### config.mk
export PLATFORM = sky130hd
export DESIGN_NAME = im_loader_flat
export DESIGN_NICKNAME = d
export VERILOG_FILES = /design/src/rtl/im_loader_if.sv /design/src/rtl/im_loader.sv /design/src/flat_wrapper.sv
export SDC_FILE = /design/constraint.sdc
export NUM_CORES = 1
export LEC_CHECK = 0
export CORE_MARGIN = 2
export CORE_UTILIZATION = 55
export CTS_BUF_LIST = sky130_fd_sc_hd__clkbuf_2 sky130_fd_sc_hd__clkbuf_4 sky130_fd_sc_hd__clkbuf_8
export DETAILED_ROUTE_END_ITERATION = 8
export GPL_TIMING_DRIVEN = 0
export PLACE_DENSITY_LB_ADDON = 0.12
export SYNTH_ARGS = -nofsm -noshare
export SYNTH_HDL_FRONTEND = slang
export SYNTH_SLANG_ARGS = --single-unit
### constraint.sdc
create_clock -name clk -period 3.61 [get_ports clk]
set_clock_uncertainty 0.1 [all_clocks]
set_input_delay 0.722 -clock clk [delete_from_list [all_inputs] [get_ports clk]]
set_output_delay 0.722 -clock clk [all_outputs]
set_load 0.1 [all_outputs]
### src/rtl/im_loader_if.sv
// Byte-stream and instruction-memory write bundle between a program source and im_loader.
// The loader sits on the slave side; the program source / bench drives the master side.
interface im_loader_if;
    logic        start;
    logic        rx_valid;
    logic [7:0]  rx_data;
    logic        rx_ready;
    logic        im_we;
    logic [7:0]  im_addr;
    logic [14:0] im_wdata;
    logic        cpu_hold;
    logic        done;
    logic        error;

    modport master (
        output start, rx_valid, rx_data,
        input  rx_ready, im_we, im_addr, im_wdata, cpu_hold, done, error
    );

    modport slave (
        input  start, rx_valid, rx_data,
        output rx_ready, im_we, im_addr, im_wdata, cpu_hold, done, error
    );
endinterface

### src/rtl/im_loader.sv
// Framed byte-stream loader for the 15-bit instruction memory: COUNT, N x (HI, LO), CHK.
// Keeps the CPU stalled until a frame with a matching XOR checksum has been written.
module im_loader #(
    parameter logic [7:0] BASE_ADDR     = 8'h00,
    parameter bit         HOLD_AT_RESET = 1'b1
) (
    input  logic        clk,
    input  logic        rst,
    im_loader_if.slave  bus
);

    typedef enum logic [2:0] {
        S_IDLE  = 3'd0,
        S_COUNT = 3'd1,
        S_HI    = 3'd2,
        S_LO    = 3'd3,
        S_WRITE = 3'd4,
        S_CHK   = 3'd5,
        S_DONE  = 3'd6,
        S_ERR   = 3'd7
    } state_t;

    state_t      state_r;
    logic [7:0]  addr_r;
    logic [8:0]  remaining_r;
    logic [7:0]  chk_r;
    logic [6:0]  hi_r;
    logic        rx_ready_r;
    logic        im_we_r;
    logic [7:0]  im_addr_r;
    logic [14:0] im_wdata_r;
    logic        cpu_hold_r;
    logic        done_r;
    logic        error_r;
    logic        accept_s;

    function automatic logic [7:0] chk_fold(input logic [7:0] acc, input logic [7:0] data);
        return acc ^ data;
    endfunction

    assign accept_s     = bus.rx_valid & rx_ready_r;
    assign bus.rx_ready = rx_ready_r;
    assign bus.im_we    = im_we_r;
    assign bus.im_addr  = im_addr_r;
    assign bus.im_wdata = im_wdata_r;
    assign bus.cpu_hold = cpu_hold_r;
    assign bus.done     = done_r;
    assign bus.error    = error_r;

    // Frame sequencer; every output is updated together with the state it belongs to.
    always_ff @(posedge clk or posedge rst) begin
        if (rst) begin
            state_r     <= S_IDLE;
            addr_r      <= BASE_ADDR;
            remaining_r <= 9'd0;
            chk_r       <= 8'h00;
            hi_r        <= 7'h00;
            rx_ready_r  <= 1'b0;
            im_we_r     <= 1'b0;
            im_addr_r   <= BASE_ADDR;
            im_wdata_r  <= 15'h0000;
            cpu_hold_r  <= HOLD_AT_RESET;
            done_r      <= 1'b0;
            error_r     <= 1'b0;
        end else begin
            case (state_r)
                S_IDLE, S_DONE, S_ERR: begin
                    if (bus.start) begin
                        state_r    <= S_COUNT;
                        addr_r     <= BASE_ADDR;
                        chk_r      <= 8'h00;
                        done_r     <= 1'b0;
                        error_r    <= 1'b0;
                        cpu_hold_r <= 1'b1;
                        rx_ready_r <= 1'b1;
                    end
                end
                S_COUNT: begin
                    if (accept_s) begin
                        // A count of zero encodes a full 256-word image.
                        remaining_r <= (bus.rx_data == 8'd0) ? 9'd256 : {1'b0, bus.rx_data};
                        chk_r       <= chk_fold(chk_r, bus.rx_data);
                        state_r     <= S_HI;
                    end
                end
                S_HI: begin
                    if (accept_s) begin
                        if (bus.rx_data[7]) begin
                            state_r    <= S_ERR;
                            rx_ready_r <= 1'b0;
                            error_r    <= 1'b1;
                            cpu_hold_r <= 1'b1;
                        end else begin
                            hi_r    <= bus.rx_data[6:0];
                            chk_r   <= chk_fold(chk_r, bus.rx_data);
                            state_r <= S_LO;
                        end
                    end
                end
                S_LO: begin
                    if (accept_s) begin
                        chk_r      <= chk_fold(chk_r, bus.rx_data);
                        state_r    <= S_WRITE;
                        rx_ready_r <= 1'b0;
                        im_we_r    <= 1'b1;
                        im_addr_r  <= addr_r;
                        im_wdata_r <= {hi_r, bus.rx_data};
                    end
                end
                S_WRITE: begin
                    im_we_r     <= 1'b0;
                    addr_r      <= addr_r + 8'd1;
                    remaining_r <= remaining_r - 9'd1;
                    rx_ready_r  <= 1'b1;
                    state_r     <= (remaining_r == 9'd1) ? S_CHK : S_HI;
                end
                S_CHK: begin
                    if (accept_s) begin
                        rx_ready_r <= 1'b0;
                        if (bus.rx_data == chk_r) begin
                            state_r    <= S_DONE;
                            done_r     <= 1'b1;
                            cpu_hold_r <= 1'b0;
                        end else begin
                            state_r    <= S_ERR;
                            error_r    <= 1'b1;
                            cpu_hold_r <= 1'b1;
                        end
                    end
                end
                default: begin
                    state_r    <= S_IDLE;
                    rx_ready_r <= 1'b0;
                    im_we_r    <= 1'b0;
                    cpu_hold_r <= HOLD_AT_RESET;
                end
            endcase
        end
    end

endmodule

### src/flat_wrapper.sv
// flat-port wrapper written by rule: the top's interface ports become plain ports
module im_loader_flat 
#(
    parameter logic [7:0] BASE_ADDR     = 8'h00,
    parameter bit         HOLD_AT_RESET = 1'b1
)
  (clk, rst, bus_start, bus_rx_valid, bus_rx_data, bus_rx_ready, bus_im_we, bus_im_addr, bus_im_wdata, bus_cpu_hold, bus_done, bus_error);
  im_loader_if bus_i ();
  input  logic clk;
  input  logic rst;
  input wire logic [$bits(bus_i.start)-1:0] bus_start;
  input wire logic [$bits(bus_i.rx_valid)-1:0] bus_rx_valid;
  input wire logic [$bits(bus_i.rx_data)-1:0] bus_rx_data;
  output wire logic [$bits(bus_i.rx_ready)-1:0] bus_rx_ready;
  output wire logic [$bits(bus_i.im_we)-1:0] bus_im_we;
  output wire logic [$bits(bus_i.im_addr)-1:0] bus_im_addr;
  output wire logic [$bits(bus_i.im_wdata)-1:0] bus_im_wdata;
  output wire logic [$bits(bus_i.cpu_hold)-1:0] bus_cpu_hold;
  output wire logic [$bits(bus_i.done)-1:0] bus_done;
  output wire logic [$bits(bus_i.error)-1:0] bus_error;
  assign bus_i.start = bus_start;
  assign bus_i.rx_valid = bus_rx_valid;
  assign bus_i.rx_data = bus_rx_data;
  assign bus_rx_ready = bus_i.rx_ready;
  assign bus_im_we = bus_i.im_we;
  assign bus_im_addr = bus_i.im_addr;
  assign bus_im_wdata = bus_i.im_wdata;
  assign bus_cpu_hold = bus_i.cpu_hold;
  assign bus_done = bus_i.done;
  assign bus_error = bus_i.error;
  im_loader #(.BASE_ADDR(BASE_ADDR), .HOLD_AT_RESET(HOLD_AT_RESET)) u_core (.clk(clk), .rst(rst), .bus(bus_i));
endmodule
=== Word level (Yosys, flattened, before mapping) ===
Index checks and enable logic that the tools add are counted.

* Bitwise gates (word level): 3
* $add $sub $neg: 2
* Multiplexer cells: 37
* Eq/ne operators: 20
* Reduce and logical (&&, ||, !) cells: 23

{| class="wikitable"
|+ Operators with widths
! operator !! count
|-
| $mux W8 || 4
|-
| $pmux W8 S3 || 1
|-
| $mux W3 || 7
|-
| $reduce_and A5 Y1 || 4
|-
| $mux W9 || 2
|-
| $pmux W3 S6 || 1
|-
| $pmux W9 S2 || 1
|-
| $pmux W8 S2 || 1
|-
| $mux W1 || 15
|-
| $ne A2 B1 Y1 const B || 7
|-
| $eq A3 B3 Y1 const B || 4
|-
| $eq A9 B1 Y1 const B || 1
|-
| $sub A9 B1 Y9 const B || 1
|-
| $add A8 B1 Y8 const B || 1
|-
| $eq A8 B8 Y1 || 1
|-
| $logic_not A8 Y1 || 1
|-
| $ne A2 B2 Y1 const B || 4
|-
| $reduce_and A2 Y1 || 4
|-
| $reduce_bool A2 Y1 || 4
|-
| $xor A8 B8 Y8 || 1
|-
| $eq A3 B2 Y1 const B || 2
|-
| $pmux W1 S3 || 2
|-
| $reduce_and A6 Y1 || 1
|-
| $reduce_bool A3 Y1 || 2
|-
| other kinds (11) || 13
|}

* Output and inout bits: 28
* Word-level logic and storage cells: 97
* Input bits: 12
* Register bits after elaboration: 63

=== Logic depth before layout (Yosys ltp) ===
* Word-level depth: 4
* Mapped depth: 6
* Mapped depth without buffers: 5

=== Least setup slack after synthesis ===
No wires, ideal clock.

* Path type: register to register
* From: register u_core.rx_ready_r (netlist: u_core.bus.rx_ready)
* To: register u_core.im_wdata_r[10] (netlist: u_core.bus.im_wdata[10])
* Data arrival time: 2083 ps
* Clock period less this slack: 2309 ps
* Data required time: 3384 ps
* Buffers on the path: 2
* Library setup time: 126 ps
* Slack: 1301 ps
* Stages on the path, launching flop included: 6
* Cells stage by stage: dfrtp_1 -> and3b_1 -> clkbuf_1 -> nand3_1 -> buf_2 -> mux2_2

* Cells in the longest elaborated chain, start to end: 2

{| class="wikitable"
|+ RTL lines
! element !! RTL line !! source
|-
| start: declaration || im_loader.sv:28 || <nowiki>logic rx_ready_r;</nowiki>
|-
| start signal: assignment || im_loader.sv:58 || <nowiki>rx_ready_r <= 1'b0;</nowiki>
|-
| start signal: assignment || im_loader.sv:75 || <nowiki>rx_ready_r <= 1'b1;</nowiki>
|-
| start signal: assignment || im_loader.sv:90 || <nowiki>rx_ready_r <= 1'b0;</nowiki>
|-
| $and A1 B1 Y1 || im_loader.sv:41 || <nowiki>assign accept_s = bus.rx_valid & rx_ready_r;</nowiki>
|-
| $reduce_and A2 Y1 (no line) || n/a ||
|-
| end signal: assignment || im_loader.sv:107 || <nowiki>im_wdata_r <= {hi_r, bus.rx_data};</nowiki>
|-
| end: declaration || im_loader.sv:31 || <nowiki>logic [14:0] im_wdata_r;</nowiki>
|}

Every way passes these cells.
A chain may end at the register's enable or synchronous reset.

=== Worst setup path after layout ===
* From: register u_core.cpu_hold_r (netlist: u_core.bus.cpu_hold)
* To: output bus_cpu_hold

{| class="wikitable"
|+ RTL lines
! element !! RTL line !! source
|-
| start: declaration || im_loader.sv:32 || <nowiki>logic cpu_hold_r;</nowiki>
|-
| start signal: assignment || im_loader.sv:62 || <nowiki>cpu_hold_r <= HOLD_AT_RESET;</nowiki>
|-
| start signal: assignment || im_loader.sv:74 || <nowiki>cpu_hold_r <= 1'b1;</nowiki>
|-
| start signal: assignment || im_loader.sv:92 || <nowiki>cpu_hold_r <= 1'b1;</nowiki>
|-
| end: declaration || flat_wrapper.sv:18 || <nowiki>output wire logic [$bits(bus_i.cpu_hold)-1:0] bus_cpu_hold;</nowiki>
|}

No word-level cell between the ends.

==> results by group <==
Clocking
  – Clock Tree Buf Depth: 2
  – Worst-Skew Late Latency: 0.35 ns
  – Clock sink count: 63
  – Hold bufs inserted after CTS: 0
  – PostCTS Resize Cnt: 0
  – # Post-CTS Setup Buffers: 0
  – Worst-path clk slew: 0.06 ns
  – H-tree level count: 3
  – Clock root cell: clkbuf_8
  – Num CTS Buffers: 9
  – CTS tree: built

Place
  – GP Congestion: 0.892
  – Post-DP HPWL: 4.70 mm
  – Port Buf Inserts: 31

Worst setup path
  – Worst r2r path cells: 5
  – Worst Setup Start Kind: flop
  – Crit. path cell count: 1
  – Max stage delay on crit path: 1.12 ns
  – CP Capture Type: output pin
  – Worst-path cell chain: clkdlybuf4s50_1
  – CP Max Fanout: 2
  – Worst EP arrival: 1.99 ns
  – Flop2flop setup slack: 1.49 ns
  – Slowest-stage cell, CP: clkdlybuf4s50_1
  – CP endpoint: bus_cpu_hold
  – FF-to-FF End: u_core.chk_r[3]
  – Critical path class: reg -> out
  – Worst EP required: 2.79 ns
  – Worst Setup SP: u_core.bus.cpu_hold
  – CP top delay family: buffers and inverters
  – Reg2reg start: u_core.state_r[2]
  – CP bufs+invs: 1

Final layout
  – Ratio of cells with drive above 1 in the final layout: 17.2%
  – Syn-to-layout area delta: 20.4%
  – Final nets: 358
  – Antenna diodes: 0
  – FILL cells: 428

Timing
  – Max_slew headroom: 34.3%
  – Final min period: 2.81 ns
  – Slew @ Worst Pin: 0.983 ns
  – Setup TNS: 0 ns
  – Peak Freq: 0.356 GHz
  – Final setup viols: 0
  – RSZ-0062 raised after global routing: no
  – Pins Over Slew Limit: 0
  – Period utilisation layout: 77.9%
  – Fin. Hold Viols: 0

Run status
  – Status: complete, no violations

Synth
  – Mapped Nets: 315
  – FF+latch count, synth: 63
  – Synth Instances: 300
  – Leading area contributor after synthesis: dfrtp_1
  – Most used DFF post-synth: dfrtp_1
  – Async set-reset flop share out of synthesis: 100%
  – Post-synth EDFFs: 0
  – Synth cell count leaders: dfrtp_1, mux2_2, nand2_1, o21ai_0, nand3_1
  – Top post-synthesis cells by area: dfrtp_1, mux2_2, o21ai_0
  – Sequential area share after synthesis: 49.4%
  – Mapped Area: 3190 um^2
  – Syn Area/Cell: 10.6 um^2
  – Cell variety after synth: 53
  – Synth warn: 0
  – Synth top area share: 48.6%
  – Most frequent cell after synthesis: dfrtp_1

Routing
  – Vias post-DR: 2528
  – Drt initial violations: 215
  – Post-Route WL: 7.08 mm
  – Wl on met1: 3.38 mm
  – Wire length per cell: 16.9 um
  – # DRC: 0
  – Vias per cell: 6.02
  – 1st-pass router iterations: 4
  – Highest routing layer actually used: met4
  – WL met3: 328 um
  – Antenna viol nets, final: 0
  – Met2 Wirelength: 3.27 mm

Global routing
  – Vias in the first global route: 2543
  – All-Layer GR Usage: 25.4%
  – Largest net degree at the start of global routing: 34
  – First-pass GRT wire length: 12.4 mm
  – GRT Residual Overflow: 0
  – Initial antenna violation count: 0

Floorplanning
  – Die X: 80.2 um
  – Rows: 27
  – Die Span Y: 80.2 um
  – Io pins: 40
  – Full die area: 6430 um^2
  – Core area: 5540 um^2
  – Starting density of the core: 57.6%

Flow run
  – Max-cap violations: 0

Worst hold path
  – Min-Delay Startpoint: u_core.addr_r[7]
  – Hold Path Class: reg -> reg
==> kinds of logic after synthesis <==
logic type / Yosys count / share of synthesized area (%)
simple gates: 85 / 14.8
compound gates: 73 / 15.5
flops: 63 / 49.4
mux: 35 / 12.2
buf+inv: 32 / 4.43
xor+xnor: 9 / 2.47
fa+ha+maj: 3 / 1.18
==> per-stage QoR <==
step | setup WS [ns] | cells | instance area, um^2 | util [%] | hold WS [ns]
final | 0.797 | 420 | 3840 | 69.4 | 0.374
after global routing | 0.753 | 420 | 3840 | 69.4 | 0.408
after CTS | 0.790 | 420 | 3840 | 69.4 | 0.378
after detailed placement | 0.785 | 404 | 3610 | 65.2 | 0.367
after global placement | 0.150 | 403 | 3590 | 64.8 | 0.364
after floorplan | 1.22 | 300 | 3190 | - | 0.344
==> sequential cells by signal (all words and copies together) (netlist names), 3 cells and up <==
register	count
u_core.bus.im_wdata	15
u_core.chk_r	8
u_core.bus.im_addr	8
u_core.remaining_r	9
u_core.state_r	3
u_core.addr_r	8
u_core.hi_r	7
==> layout make-up <==
cell class              instances  area, um^2  share of cell area [%]
flip-flops and latches         63        1580                    41.0
multi-input cells             205        1470                    38.3
clock inverters                 3        65.1                    1.69
repair buffers                 32         330                    8.59
well taps                      72        90.1                    2.34
inverters                       8        30.0                   0.781
plain buffers                  24         111                    2.90
clock buffers                  13         166                    4.33
==> layout by cell type, fill, tap and decap left out, drive strengths merged, types with 3 or more instances in the layout <==
master and instances:
buf 11, o21ai 21, and2 3, nand4 3, a311oi 4, inv 8
a211oi 4, xnor2 7, a21oi 8, nor3b 3, nor2 8, clkbuf 27
nand2 20, o22ai 9, nand2b 10, nor4 5, nor3 4, nand3 16
dfrtp 62, mux2i 4, clkdlybuf4s50 31, ha 3, o221ai 8, mux2 31
==> worst min path at each step <==
stage | cells after the start | end | slack, ns
final | 1 | u_core.addr_r[7] | 0.37
after global routing | 2 | u_core.bus.done | 0.41
after CTS | 1 | u_core.addr_r[7] | 0.38
after detailed placement | 2 | u_core.bus.error | 0.37
after global placement | 1 | u_core.addr_r[7] | 0.36
after floorplan | 1 | u_core.addr_r[7] | 0.34
==> per-layer routing <==
metal	vias to the layer above	global-route usage, %
li1	1191	-
met1	1260	35.1
met2	65	38.0
met3	12	8.20
met4	0	8.31
met5	-	0
Power is left out: the tool's default activity adds up to more than one toggle a clock period on the data nets, which glitch-free logic cannot reach.
